`config.mk`:
```
export PLATFORM = sky130hd
export DESIGN_NAME = fp16_to_fixed_8
export DESIGN_NICKNAME = d
export VERILOG_FILES = /design/src/rtl/fp16_to_fixed_8_pkg.sv /design/src/rtl/fp16_q88_round.sv /design/src/rtl/fp16_to_fixed_8.sv
export SDC_FILE = /design/constraint.sdc
export NUM_CORES = 1
export LEC_CHECK = 0
export CAP_MARGIN = 20
export CELL_PAD_IN_SITES_DETAIL_PLACEMENT = 1
export CELL_PAD_IN_SITES_GLOBAL_PLACEMENT = 2
export CORE_MARGIN = 5
export CORE_UTILIZATION = 38
export CTS_BUF_LIST = sky130_fd_sc_hd__clkbuf_16
export CTS_CLUSTER_DIAMETER = 120
export DETAILED_ROUTE_END_ITERATION = 10
export PLACE_DENSITY = 0.84
export REMOVE_ABC_BUFFERS = 1
export SYNTH_ARGS = -nofsm -noshare
export SYNTH_HDL_FRONTEND = slang
export SYNTH_SLANG_ARGS = --single-unit
```
`constraint.sdc`:
```
create_clock -name clk -period 3.1 [get_ports clk]
set_input_delay 0.93 -clock clk [delete_from_list [all_inputs] [get_ports clk]]
set_output_delay 0.93 -clock clk [all_outputs]
set_load 0.01 [all_outputs]
```
`src/rtl/fp16_to_fixed_8_pkg.sv`:
```
// Shared constants, class encoding and stage-1 payload for the FP16 -> Q8.8 converter.
package fp16_to_fixed_8_pkg;

    localparam int unsigned FP16_W        = 16;
    localparam int unsigned FP16_EXP_W    = 5;
    localparam int unsigned FP16_MANT_W   = 10;
    localparam int unsigned FP16_EXP_BIAS = 15;
    localparam int unsigned Q_FRAC_BITS   = 8;
    localparam int unsigned Q88_W         = 16;

    // Significand width including the hidden one
    localparam int unsigned SIG_W  = FP16_MANT_W + 1;
    // Unsigned magnitude width carried between stages
    localparam int unsigned MAG_W  = 17;
    // Magnitude width after the rounding increment
    localparam int unsigned MAGR_W = MAG_W + 1;
    // Right-shift working width: significand plus room for every shifted-out bit
    localparam int unsigned EXT_W  = SIG_W + MAG_W;

    // Exponent at which the significand LSB lands exactly on the Q8.8 LSB
    localparam int unsigned Q_ALIGN_EXP = FP16_EXP_BIAS + FP16_MANT_W - Q_FRAC_BITS;
    // From this exponent up every value exceeds the Q8.8 range
    localparam int unsigned EXP_SAT_MIN = Q_ALIGN_EXP + MAG_W - SIG_W;

    localparam logic [Q88_W-1:0] Q88_SAT_POS = 16'h7FFF;
    localparam logic [Q88_W-1:0] Q88_SAT_NEG = 16'h8000;
    localparam logic [Q88_W-1:0] Q88_NAN_VAL = 16'h0000;

    typedef enum logic [1:0] {
        FP_ZERO,
        FP_NORMAL,
        FP_INF,
        FP_NAN
    } fp_class_t;

    // Decoded operand held between stage 1 and stage 2
    typedef struct packed {
        logic             sign;
        fp_class_t        cls;
        logic [MAG_W-1:0] mag;
        logic             guard;
        logic             sticky;
    } s1_payload_t;

endpackage

```
`src/rtl/fp16_q88_round.sv`:
```
// Stage-2 combinational logic: round the magnitude, apply the sign, saturate, set flags.
// Rounding mode: FP16_TO_FIXED8_RNE_EN defined -> nearest-even, undefined -> truncate.
module fp16_q88_round
    import fp16_to_fixed_8_pkg::*;
(
    input  s1_payload_t      s1,
    output logic [Q88_W-1:0] fixed_c,
    output logic             sat_c,
    output logic             nan_c
);

    logic              round_up_c;
    logic [MAGR_W-1:0] mag_r_c;
    logic              unused_rnd_c;

`ifdef FP16_TO_FIXED8_RNE_EN
    assign round_up_c   = s1.guard & (s1.sticky | s1.mag[0]);
    assign unused_rnd_c = 1'b0;
`else
    assign round_up_c   = 1'b0;
    assign unused_rnd_c = s1.guard ^ s1.sticky;
`endif

    // Rounding carry is kept in the extra bit so it can push the value into saturation
    assign mag_r_c = {1'b0, s1.mag} + MAGR_W'(round_up_c);

    // Class-driven result selection with signed saturation
    always_comb begin
        fixed_c = Q88_NAN_VAL;
        sat_c   = 1'b0;
        nan_c   = 1'b0;
        case (s1.cls)
            FP_NAN: begin
                nan_c = 1'b1;
            end
            FP_INF: begin
                fixed_c = s1.sign ? Q88_SAT_NEG : Q88_SAT_POS;
                sat_c   = 1'b1;
            end
            FP_NORMAL: begin
                if (!s1.sign) begin
                    if (mag_r_c > MAGR_W'(Q88_SAT_POS)) begin
                        fixed_c = Q88_SAT_POS;
                        sat_c   = 1'b1;
                    end else begin
                        fixed_c = mag_r_c[Q88_W-1:0];
                    end
                end else begin
                    if (mag_r_c > MAGR_W'(Q88_SAT_NEG)) begin
                        fixed_c = Q88_SAT_NEG;
                        sat_c   = 1'b1;
                    end else begin
                        fixed_c = ~mag_r_c[Q88_W-1:0] + 16'd1;
                    end
                end
            end
            default: begin
                fixed_c = 16'h0000;
            end
        endcase
    end

endmodule

```
`src/rtl/fp16_to_fixed_8.sv`:
```
// Two-stage FP16 -> signed Q8.8 converter, latency 2, one operand per cycle.
// Optional round-to-nearest-even build: define FP16_TO_FIXED8_RNE_EN.
module fp16_to_fixed_8
    import fp16_to_fixed_8_pkg::*;
(
    input  logic              clk,
    input  logic              rst,
    input  logic              in_valid,
    input  logic [FP16_W-1:0] fp16,
    output logic              out_valid,
    output logic [Q88_W-1:0]  fixed8,
    output logic              sat,
    output logic              nan
);

    logic [FP16_EXP_W-1:0]  exp_c;
    logic [FP16_MANT_W-1:0] mant_c;
    logic [SIG_W-1:0]       sig_c;
    logic [FP16_EXP_W-1:0]  rsh_c;
    logic [FP16_EXP_W-1:0]  lsh_c;
    logic [EXT_W-1:0]       ext_c;
    s1_payload_t            dec_c;

    logic                   v1_d, v1_q;
    s1_payload_t            s1_d, s1_q;

    logic [Q88_W-1:0]       rnd_fixed_c;
    logic                   rnd_sat_c, rnd_nan_c;

    logic                   v2_d, v2_q;
    logic [Q88_W-1:0]       fixed_d, fixed_q;
    logic                   sat_d, sat_q;
    logic                   nan_d, nan_q;

    // Field split and alignment shifts
    always_comb begin
        exp_c  = fp16[FP16_W-2 -: FP16_EXP_W];
        mant_c = fp16[FP16_MANT_W-1:0];
        sig_c  = {1'b1, mant_c};
        rsh_c  = FP16_EXP_W'(Q_ALIGN_EXP) - exp_c;
        lsh_c  = exp_c - FP16_EXP_W'(Q_ALIGN_EXP);
        ext_c  = {sig_c, MAG_W'(0)} >> rsh_c;
    end

    // Classify operand and form magnitude with guard/sticky
    always_comb begin
        dec_c      = '0;
        dec_c.sign = fp16[FP16_W-1];
        dec_c.cls  = FP_ZERO;
        if (exp_c == '1) begin
            dec_c.cls = (mant_c != '0) ? FP_NAN : FP_INF;
        end else if (exp_c != '0) begin
            dec_c.cls = FP_NORMAL;
            if (exp_c >= FP16_EXP_W'(EXP_SAT_MIN)) begin
                // Far beyond range; an all-ones magnitude forces saturation
                dec_c.mag = '1;
            end else if (exp_c >= FP16_EXP_W'(Q_ALIGN_EXP)) begin
                dec_c.mag = MAG_W'(sig_c) << lsh_c;
            end else begin
                dec_c.mag    = MAG_W'(ext_c[EXT_W-1:MAG_W]);
                dec_c.guard  = ext_c[MAG_W-1];
                dec_c.sticky = |ext_c[MAG_W-2:0];
            end
        end
    end

    // Stage-1 next state: load on valid input, hold otherwise
    always_comb begin
        v1_d = in_valid;
        s1_d = s1_q;
        if (in_valid) begin
            s1_d = dec_c;
        end
    end

    fp16_q88_round u_round (
        .s1      (s1_q),
        .fixed_c (rnd_fixed_c),
        .sat_c   (rnd_sat_c),
        .nan_c   (rnd_nan_c)
    );

    // Stage-2 next state: load on stage-1 valid, hold otherwise
    always_comb begin
        v2_d    = v1_q;
        fixed_d = fixed_q;
        sat_d   = sat_q;
        nan_d   = nan_q;
        if (v1_q) begin
            fixed_d = rnd_fixed_c;
            sat_d   = rnd_sat_c;
            nan_d   = rnd_nan_c;
        end
    end

    // Pipeline registers with asynchronous clear
    always_ff @(posedge clk or posedge rst) begin
        if (rst) begin
            v1_q    <= 1'b0;
            s1_q    <= '0;
            v2_q    <= 1'b0;
            fixed_q <= '0;
            sat_q   <= 1'b0;
            nan_q   <= 1'b0;
        end else begin
            v1_q    <= v1_d;
            s1_q    <= s1_d;
            v2_q    <= v2_d;
            fixed_q <= fixed_d;
            sat_q   <= sat_d;
            nan_q   <= nan_d;
        end
    end

    assign out_valid = v2_q;
    assign fixed8    = fixed_q;
    assign sat       = sat_q;
    assign nan       = nan_q;

endmodule

```
Yosys cells after proc, flatten, opt, wreduce, memory -nomap -nowiden:

Index checks and enable logic that the tools add are counted.

* register bits after elaboration: 40
* input bits: 19
* word-level logic and storage cells: 43

* $lt $le $gt $ge: 4
* mux-type cells: 18
* bitwise gates (word level): 1
* reductions and logical operators: 3
* equal/unequal tests: 4
* shift-type cells: 2
* add/sub/neg operators: 3

Operators with widths (number)
* $mux 16: 4
* $mux 17: 2
* $pmux 16 s2: 1
* $shr 28x5->28: 1
* $mux 20: 1
* $mux 19: 1
* $gt 17x15->1 const B: 1
* $gt 17x16->1 const B: 1
* $shl 11x5->17: 1
* $add 16x1->16 const B: 1
* $not 16->16: 1
* $reduce_or 16->1: 1
* $ge 5x5->1 const B: 2
* $reduce_bool 10->1: 1
* $mux 2: 3
* $eq 5x5->1 const B: 1
* $mux 1: 5
* $reduce_bool 5->1: 1
* $sub 5x5->5 const A: 1
* $sub 5x5->5 const B: 1
* $eq 2x2->1 const B: 2
* $eq 2x1->1 const B: 1
* $pmux 1 s2: 1

Logic depth before layout (Yosys ltp):

Gate-level depths: netlist of the first run.

* depth in word-level cells: 7
* mapped depth: 11

Modules after synthesis:

Synthesis of the first run repeated with hierarchy kept, for this count alone.

* cells, all modules: 453
* area, all modules: 3955.0 sq um

By module, submodules not included
* fp16_to_fixed_8: times used 1, sequential area each 1051.0 sq um, cells each 324, area each 3066.7 sq um
* fp16_q88_round: times used 1, sequential area each 0.0 sq um, cells each 129, area each 888.4 sq um

Worst setup path after synthesis of the first run:

No wires, ideal clock.

* path kind: input to register
* from: input fp16[10]
* to: register s1_q[17] (netlist name)
* data required time: 2.979 ns
* library setup time: 0.121 ns
* path buffers: 4
* arrival time: 3.400 ns
* slack: -0.421 ns
* stages: 11
* cell sequence: buf_2 -> buf_2 -> inv_1 -> ha_1 -> clkbuf_1 -> clkbuf_1 -> mux4_2 -> nand2_1 -> o21ai_0 -> a211o_1 -> a22o_1

* cells in the longest elaborated chain, start to end: 6
* elaborated cells on any way between the ends: 10

RTL lines
* from (decl): line fp16_to_fixed_8.sv:9 `input logic [FP16_W-1:0] fp16,`
* $sub 5x5->5: line fp16_to_fixed_8.sv:41 `lsh_c = exp_c - FP16_EXP_W'(Q_ALIGN_EXP);`
* $shl 11x5->17: line fp16_to_fixed_8.sv:58 `dec_c.mag = MAG_W'(sig_c) << lsh_c;`
* $mux 17: line fp16_to_fixed_8.sv:57 `end else if (exp_c >= FP16_EXP_W'(Q_ALIGN_EXP)) begin`
* $mux 17: line fp16_to_fixed_8.sv:54 `if (exp_c >= FP16_EXP_W'(EXP_SAT_MIN)) begin`
* $mux 20: line fp16_to_fixed_8.sv:52 `end else if (exp_c != '0) begin`
* $mux 19 *: line fp16_to_fixed_8.sv:50 `if (exp_c == '1) begin`
* to (signal assigned): line fp16_to_fixed_8.sv:100 `s1_q <= '0;`
* to (signal assigned): line fp16_to_fixed_8.sv:107 `s1_q <= s1_d;`
* to (decl): line fp16_to_fixed_8.sv:25 `s1_payload_t s1_d, s1_q;`

Every way passes the cells marked *; elsewhere a longest branch is shown, timed or not.
A chain may end at the register's enable or synchronous reset.

Worst setup path in the final report of the first run:

* from: input fp16[10]
* to: register s1_q[13] (netlist name)

The elaborated chain is that of the path after synthesis.

==> results of run 1 <==
## worst max-delay path: stages
cell	delay [ns]
sky130_fd_sc_hd__clkdlybuf4s50_1	0.48
sky130_fd_sc_hd__inv_1	0.06
sky130_fd_sc_hd__ha_1	0.37
sky130_fd_sc_hd__mux2_2	0.37
sky130_fd_sc_hd__mux2i_1	0.26
sky130_fd_sc_hd__buf_4	0.18
sky130_fd_sc_hd__nor3_1	0.04
sky130_fd_sc_hd__a211o_1	0.29
sky130_fd_sc_hd__a22o_1	0.20
## metrics by stage
step,instances,util,cell area [um^2],hold WS [ns]
2_1_floorplan,370,-,3330,0.452
3_3_place_gp,573,0.489,4290,0.465
3_5_place_dp,573,0.489,4290,0.470
4_1_cts,581,0.505,4430,0.492
5_1_grt,581,0.506,4440,0.524
6_report,581,0.506,4440,0.490
## sequential cells by signal (all words and copies together) (netlist names)
| signal | count |
|---|---|
| s1_q | 20 |
| sat | 1 |
| fixed8 | 16 |
| nan | 1 |
| v1_q | 1 |
| out_valid | 1 |
## area by class of cell
| cell class | instances | area, um^2 |
|---|---|---|
| clock buffers | 5 | 125 |
| clock inverters | 3 | 18.8 |
| fillers | 1056 | 4330 |
| inverters | 24 | 90.1 |
| multi-input cells | 306 | 2250 |
| flip-flops and latches | 40 | 1000 |
| well taps | 108 | 135 |
| repair buffers | 95 | 818 |
## placed cells by master (no fill, tap or decap), drive strengths merged, types with 6 or more instances in the layout
cell type / n
a21boi: 10
a21oi: 21
a31oi: 6
buf: 58
clkdlybuf4s50: 37
dfrtp: 40
ha: 11
inv: 22
mux2: 8
mux2i: 11
mux4: 11
nand2: 36
nand3: 8
nand4: 7
nor2: 21
nor2b: 7
nor3: 9
o211ai: 7
o21ai: 26
o31ai: 10
or3: 6
xnor2: 7
## metal layers
layer,part of all wire,vias to the layer above,GRT usage
met4,0.037,0,0.0868
li1,-,1657,-
met2,0.51,87,0.386
met1,0.42,1724,0.268
met5,0,-,0
met3,0.030,25,0.0185
## Yosys cell counts, types with 6 or more instances
library cell and n:
sky130_fd_sc_hd__mux2_2 8, sky130_fd_sc_hd__clkbuf_1 16, sky130_fd_sc_hd__a21oi_1 21, sky130_fd_sc_hd__inv_1 22
sky130_fd_sc_hd__nand3_1 8, sky130_fd_sc_hd__nand4_1 7, sky130_fd_sc_hd__nor2b_1 7, sky130_fd_sc_hd__or3_1 6
sky130_fd_sc_hd__a31oi_1 6, sky130_fd_sc_hd__ha_1 11, sky130_fd_sc_hd__mux4_2 11, sky130_fd_sc_hd__o21ai_0 21
sky130_fd_sc_hd__o31ai_1 9, sky130_fd_sc_hd__nor3_1 9, sky130_fd_sc_hd__nor2_1 21, sky130_fd_sc_hd__o211ai_1 7
sky130_fd_sc_hd__dfrtp_1 40, sky130_fd_sc_hd__nand2_1 36, sky130_fd_sc_hd__buf_2 6, sky130_fd_sc_hd__xnor2_1 7
sky130_fd_sc_hd__a21boi_0 10, sky130_fd_sc_hd__mux2i_1 11
## power by group through the flow
stage / Sequential (mW) / Clock (mW) / Combinational, mW
final: 0.713 / 0.508 / 0.761
after global routing: 0.724 / 0.543 / 0.830
after CTS: 0.709 / 0.513 / 0.762
after detailed placement: 0.718 / 0 / 0.758
after global placement: 0.714 / 0 / 0.743
after floorplan: 0.703 / 0 / 0.393
## logic make-up after synthesis
group | count (synthesis) | share of synthesized area
AOI/OAI and AO/OA | 128 | 0.260
buffers and inverters | 49 | 0.0578
and+or+nand+nor | 125 | 0.191
DFF | 40 | 0.291
xor gates and xnor gates | 12 | 0.0305
muxes | 30 | 0.130
adders and majority gates | 11 | 0.0400
## worst paths after layout
check                                    endpoint             startpoint
setup / recovery             s1_q[13]$_DFFE_PP0P_               fp16[10]
hold / removal              fixed8[8]$_DFFE_PP0P_  fixed8[8]$_DFFE_PP0P_
setup reg to reg           fixed8[11]$_DFFE_PP0P_    s1_q[2]$_DFFE_PP0P_
hold reg to reg             fixed8[8]$_DFFE_PP0P_  fixed8[8]$_DFFE_PP0P_
max in group asynchronous   fixed8[7]$_DFFE_PP0P_                    rst
min in group asynchronous          v1_q$_DFF_PP0_                    rst
## what timing repair did
item                                    4_1_cts  5_1_grt
endpoints found under the setup margin        0        2
hold buffers                                  0        0
gates resized for setup                       0        1
==> flow_metrics.py, run 1 <==
metrics = {
    "drt": {
        "num_vias": 3493,
        "drt_first_pass_iters": 4,
        "detail-route-antenna-nets": 0,
        "wl_mm": 11.9,
        "route.detailed.wl_per_inst_um": 20.5,
        "initialDrtViolationCount": 181,
        "drc": 0,
        "avgViaCountPerCell": 6.01,
    },
    "synth": {
        "yosys_warnings": 0,
        "syn-cell-area_mm2": 0.00344,
        "synth_top_cell_area_share": 0.291,
        "yosys.cell_types.count": 63,
        "synth-seq-cells": 40,
        "synthCells": 395,
        "post_synth_edffs": 0,
        "asyncSetResetFlopFracSynth": 1.00,
        "dominantRegCellSynth": "sky130_fd_sc_hd__dfrtp_1",
        "avgSynthCellArea_um2": 8.71,
        "sequential_share_of_the_synthesized_area": 0.291,
        "synth_top_cells_by_area": "sky130_fd_sc_hd__dfrtp_1 29%, sky130_fd_sc_hd__mux4_2 7.2%, sky130_fd_sc_hd__ha_1 4.0%",
        "synth_largest_area_cell": "sky130_fd_sc_hd__dfrtp_1",
    },
    "placement": {
        "globalplace.congestion": 0.893,
        "detailedPlacementHpwl_mm": 9.69,
        "io_buffers": 37,
        "preCtsSetupSlack_ns": -0.156,
    },
    "power": {
        "cell_internal_pwr_mw": 1.27,
        "seq_power_share": 0.360,
        "worst_ir_drop_vdd_uv": 202,
        "static-leakage-power_nw": 1.89,
        "power.switching_uw": 714,
        "total_power_mw": 1.98,
        "share_clk_of_total_power": 0.256,
        "combinationalPowerShare": 0.384,
        "power.switching_fraction": 0.360,
        "powerDensity_mw_per_mm2": 447,
    },
    "clock_network": {
        "h-tree-depth": 2,
        "clk_pin_slew_ns": 0.06,
        "clock-root-buffer": "sky130_fd_sc_hd__clkbuf_16",
        "setup_buffers_after_cts": 0,
        "numCtsBuffers": 5,
        "tritoncts": "built",
        "worst_skew_pair.late_latency_ns": 0.29,
        "clock_sinks": 40,
        "ctsLongestPathBuffers": 2,
    },
    "run": {
        "max_cap_viols": 0,
    },
    "worst_setup_path": {
        "crit_type": "in -> reg",
        "cp-start-kind": "input pin",
        "worstPathRequired_ns": 3.27,
        "setup.worst_path.end_class": "register",
        "worst_ep_arrival_time_ns": 3.18,
        "worst-r2r-cell-count": 5,
        "cp_max_fo": 4,
        "setup.reg_to_reg.worst_slack_ns": 0.76,
    },
    "sta": {
        "period_utilisation_layout": 0.969,
        "setup_tns_ns": 0,
        "report.final.hold_viol_count": 0,
        "clock-skew-final_ns": 0.00785,
        "period_minus_slack_ns": 3.00,
        "grt_setup_unrepaired": "no",
        "post-route-worst-setup-slack_ns": 0.0971,
        "max_slew.worst_pin.slew_ns": 0.596,
        "timing_max_transition_violations_final": 0,
        "max_clock_freq_mhz": 333,
        "timing.slew.headroom": 0.600,
        "setup-violations-final": 0,
    },
    "grt": {
        "grt_antenna_before_repair": 0,
        "grt_start_max_net_pins": 41,
        "grt_overflow": 0,
        "grt_util_all_layers": 0.217,
        "first_global_vias": 3540,
        "grt_first_pass_wirelength_mm": 19.3,
    },
    "cells_and_area": {
        "final_net_count": 502,
        "share_of_cells_above_drive_strength_1": 0.192,
        "antennaDiodeCount": 0,
        "area_growth_syn_to_layout_pct": 28.9,
    },
    "worst_hold_path": {
        "worstHoldPathType": "reg -> reg",
        "hold-path-cell-count": 1,
    },
    "status": {
        "status": "finished, final reports clean",
    },
    "floorplanning": {
        "design.die.area_mm2": 0.0111,
        "floorplan.io_pins": 38,
        "chipHeight_um": 105,
        "initial_core_util": 0.393,
        "placementRows": 34,
        "design.core.area_mm2": 0.00876,
        "die_w_um": 105,
    },
}
(Power assumes the default switching activity.)
==> run 2, diff against run 1 <==
HOLD_SLACK_MARGIN = 0.03   (was default)
==> results of run 2 <==
No change in the layout: final DEF, timing and power equal those of run 1.
==> run 3, diff against run 2 <==
CAP_MARGIN = 10   (was 20)
PLACE_DENSITY = default   (was 0.84)
PLACE_DENSITY_LB_ADDON = 0.08   (was default)
==> run 3 against run 2 <==
  * Clock skew is 0.0026 ns lower
  * Utilization is 0.51 points lower
  * Non-clock buffer count is 13 lower
  * Via count is 1.9% lower
  * Fmax is 1.3% higher
  * Count of clock-buffer cells in the layout stayed put
  * Critical path type unchanged
  * Final cell count is 2.2% lower
  * Hold slack worse by 0.0021 ns
  * Critical path depth is 1 lower
==> flow_metrics.py, run 3 (synthesis results as in run 1) <==
metrics = {
    "power": {
        "powerDensity_mw_per_mm2": 468,
        "worst_ir_drop_vdd_uv": 214,
        "static-leakage-power_nw": 1.84,
    },
    "placement": {
        "io_buffers": 37,
        "globalplace.congestion": 0.888,
        "preCtsSetupSlack_ns": -0.186,
        "detailed_place.area_mm2": 0.00421,
        "detailedPlacementHpwl_mm": 9.30,
    },
    "sta": {
        "period_utilisation_layout": 0.956,
        "report.final.hold_viol_count": 0,
        "setup-violations-final": 0,
        "setup_tns_ns": 0,
        "max_clock_freq_mhz": 337,
        "grt_setup_unrepaired": "no",
        "post-route-worst-setup-slack_ns": 0.136,
        "holdWs_ns": 0.487,
        "max_slew.worst_pin.slew_ns": 0.634,
        "period_minus_slack_ns": 2.96,
        "clock-skew-final_ns": 0.00522,
        "timing_max_transition_violations_final": 0,
        "timing.slew.headroom": 0.573,
    },
    "worst_setup_path": {
        "crit_buf_inv": 2,
        "crit_type": "in -> reg",
        "r2r_start": "s1_q[2]$_DFFE_PP0P_",
        "cp_slowest_cell": "sky130_fd_sc_hd__clkdlybuf4s50_1",
        "crit-reg2reg-capture": "fixed8[11]$_DFFE_PP0P_",
        "worst_path_largest_cell_delay_ns": 0.48,
        "cp-start-kind": "input pin",
        "cp_max_fo": 4,
        "setup.reg_to_reg.worst_slack_ns": 0.71,
        "worstPathRequired_ns": 3.28,
        "worst-r2r-cell-count": 5,
        "setup.worst_path.end_class": "register",
        "worst_ep_arrival_time_ns": 3.14,
        "crit_path_cell_trace": "clkdlybuf4s50_1 > inv_1 > ha_1 > mux2_2 > mux2i_1 > o21ai_0 > a211o_1 > a22o_1",
        "worst_path_dominant_cell_family": "compound AO/OA/AOI/OAI gates",
    },
    "cells_and_area": {
        "finalInstanceArea_mm2": 0.00439,
        "final_common_cell": "sky130_fd_sc_hd__buf_4",
        "area_growth_syn_to_layout_pct": 27.6,
        "registers.top_by_ff_count": "s1_q",
        "antennaDiodeCount": 0,
        "final_net_count": 489,
        "layout.core_utilization": 0.501,
        "n_fill_cell": 1033,
        "number_of_flip_flops_under_the_largest_register_name": 20,
        "share_of_cells_above_drive_strength_1": 0.170,
        "layout.cells.most_common_list": "42 x sky130_fd_sc_hd__buf_4, 40 x sky130_fd_sc_hd__dfrtp_1, 37 x sky130_fd_sc_hd__clkdlybuf4s50_1, 36 x sky130_fd_sc_hd__nand2_1, 22 x sky130_fd_sc_hd__inv_1",
    },
    "floorplanning": {
        "initial_core_util": 0.393,
        "placementRows": 34,
        "design.core.area_mm2": 0.00876,
        "design.die.area_mm2": 0.0111,
        "die_w_um": 105,
        "chipHeight_um": 105,
        "floorplan.io_pins": 38,
    },
    "grt": {
        "grt_overflow": 0,
        "grt_util_all_layers": 0.214,
        "grt_start_max_net_pins": 41,
        "first_global_vias": 3546,
        "grt_first_pass_wirelength_mm": 19.2,
        "grt_antenna_before_repair": 0,
    },
    "worst_hold_path": {
        "worstHoldPathType": "reg -> reg",
        "hold_start": "fixed8[10]$_DFFE_PP0P_",
        "hold-path-cell-count": 1,
        "holdPathEnd": "fixed8[10]$_DFFE_PP0P_",
    },
    "drt": {
        "drt_first_pass_iters": 4,
        "drc": 0,
        "detail-route-antenna-nets": 0,
        "avgViaCountPerCell": 6.03,
        "route.detailed.wl_per_inst_um": 20.4,
        "num_vias": 3426,
        "initialDrtViolationCount": 119,
        "wl_mm": 11.6,
    },
    "status": {
        "status": "finished, final reports clean",
    },
    "clock_network": {
        "cts_resized": 0,
        "clock-root-buffer": "sky130_fd_sc_hd__clkbuf_16",
        "tritoncts": "built",
        "ctsLongestPathBuffers": 2,
        "setup_buffers_after_cts": 0,
        "clk_pin_slew_ns": 0.06,
        "clock_sinks": 40,
        "worst_skew_pair.late_latency_ns": 0.29,
        "numCtsBuffers": 5,
        "cts_hold_buffers": 0,
        "h-tree-depth": 2,
    },
    "run": {
        "max_cap_viols": 0,
    },
}
[run 3: cell types whose count changed in the layout (fill, tap and decap cells not counted)]
| cell | before | now |
|---|---|---|
| sky130_fd_sc_hd__bufinv_16 | 0 | 1 |
| sky130_fd_sc_hd__clkinv_2 | 2 | 0 |
| sky130_fd_sc_hd__clkinv_4 | 1 | 0 |
| sky130_fd_sc_hd__clkinvlp_4 | 0 | 1 |
| sky130_fd_sc_hd__buf_12 | 1 | 3 |
| sky130_fd_sc_hd__buf_4 | 57 | 42 |
| sky130_fd_sc_hd__inv_6 | 0 | 1 |
[run 3: final cells by class]
type,count,area [um^2],area share
multi-input combinational,306,2250,0.512
sequential,40,1000,0.228
timing repair buffer,82,746,0.170
tap,108,135,0.0308
clock buffer,5,125,0.0285
inverter,24,90.1,0.0205
clock inverter,3,46.3,0.0105
[run 3: power breakdown]
part	internal, mW	leakage, nW	total (mW)	switching (mW)
Clock	0.383	0.0804	0.607	0.225
Sequential	0.600	0.508	0.710	0.109
Combinational	0.357	1.25	0.740	0.383
Total	1.34	1.84	2.06	0.717
[run 3: through the flow]
stage | power, mW | cells
floorplan | 1.10 | 370
finish | 2.06 | 568
CTS | 2.07 | 568
global placement | 1.44 | 560
global route | 2.17 | 568
detailed placement | 1.46 | 560
[run 3: worst max-delay path by stage]
stage | start | to | cells after the start
final | fp16[11] | s1_q[17]$_DFFE_PP0P_ | 8
after detailed placement | fp16[11] | s1_q[9]$_DFFE_PP0P_ | 10
after global routing | fp16[11] | s1_q[9]$_DFFE_PP0P_ | 10
after CTS | fp16[11] | s1_q[9]$_DFFE_PP0P_ | 10
after global placement | fp16[10] | s1_q[13]$_DFFE_PP0P_ | 9
after floorplan | fp16[10] | s1_q[17]$_DFFE_PP0P_ | 7
[run 3: routing by layer]
metal | vias to the layer above | track usage | routed length [um]
met1 | 1705 | 0.260 | 4820
met4 | 0 | 0.0776 | 341
met3 | 20 | 0.0191 | 341
li1 | 1627 | - | -
met2 | 74 | 0.390 | 6080
met5 | - | 0 | 0
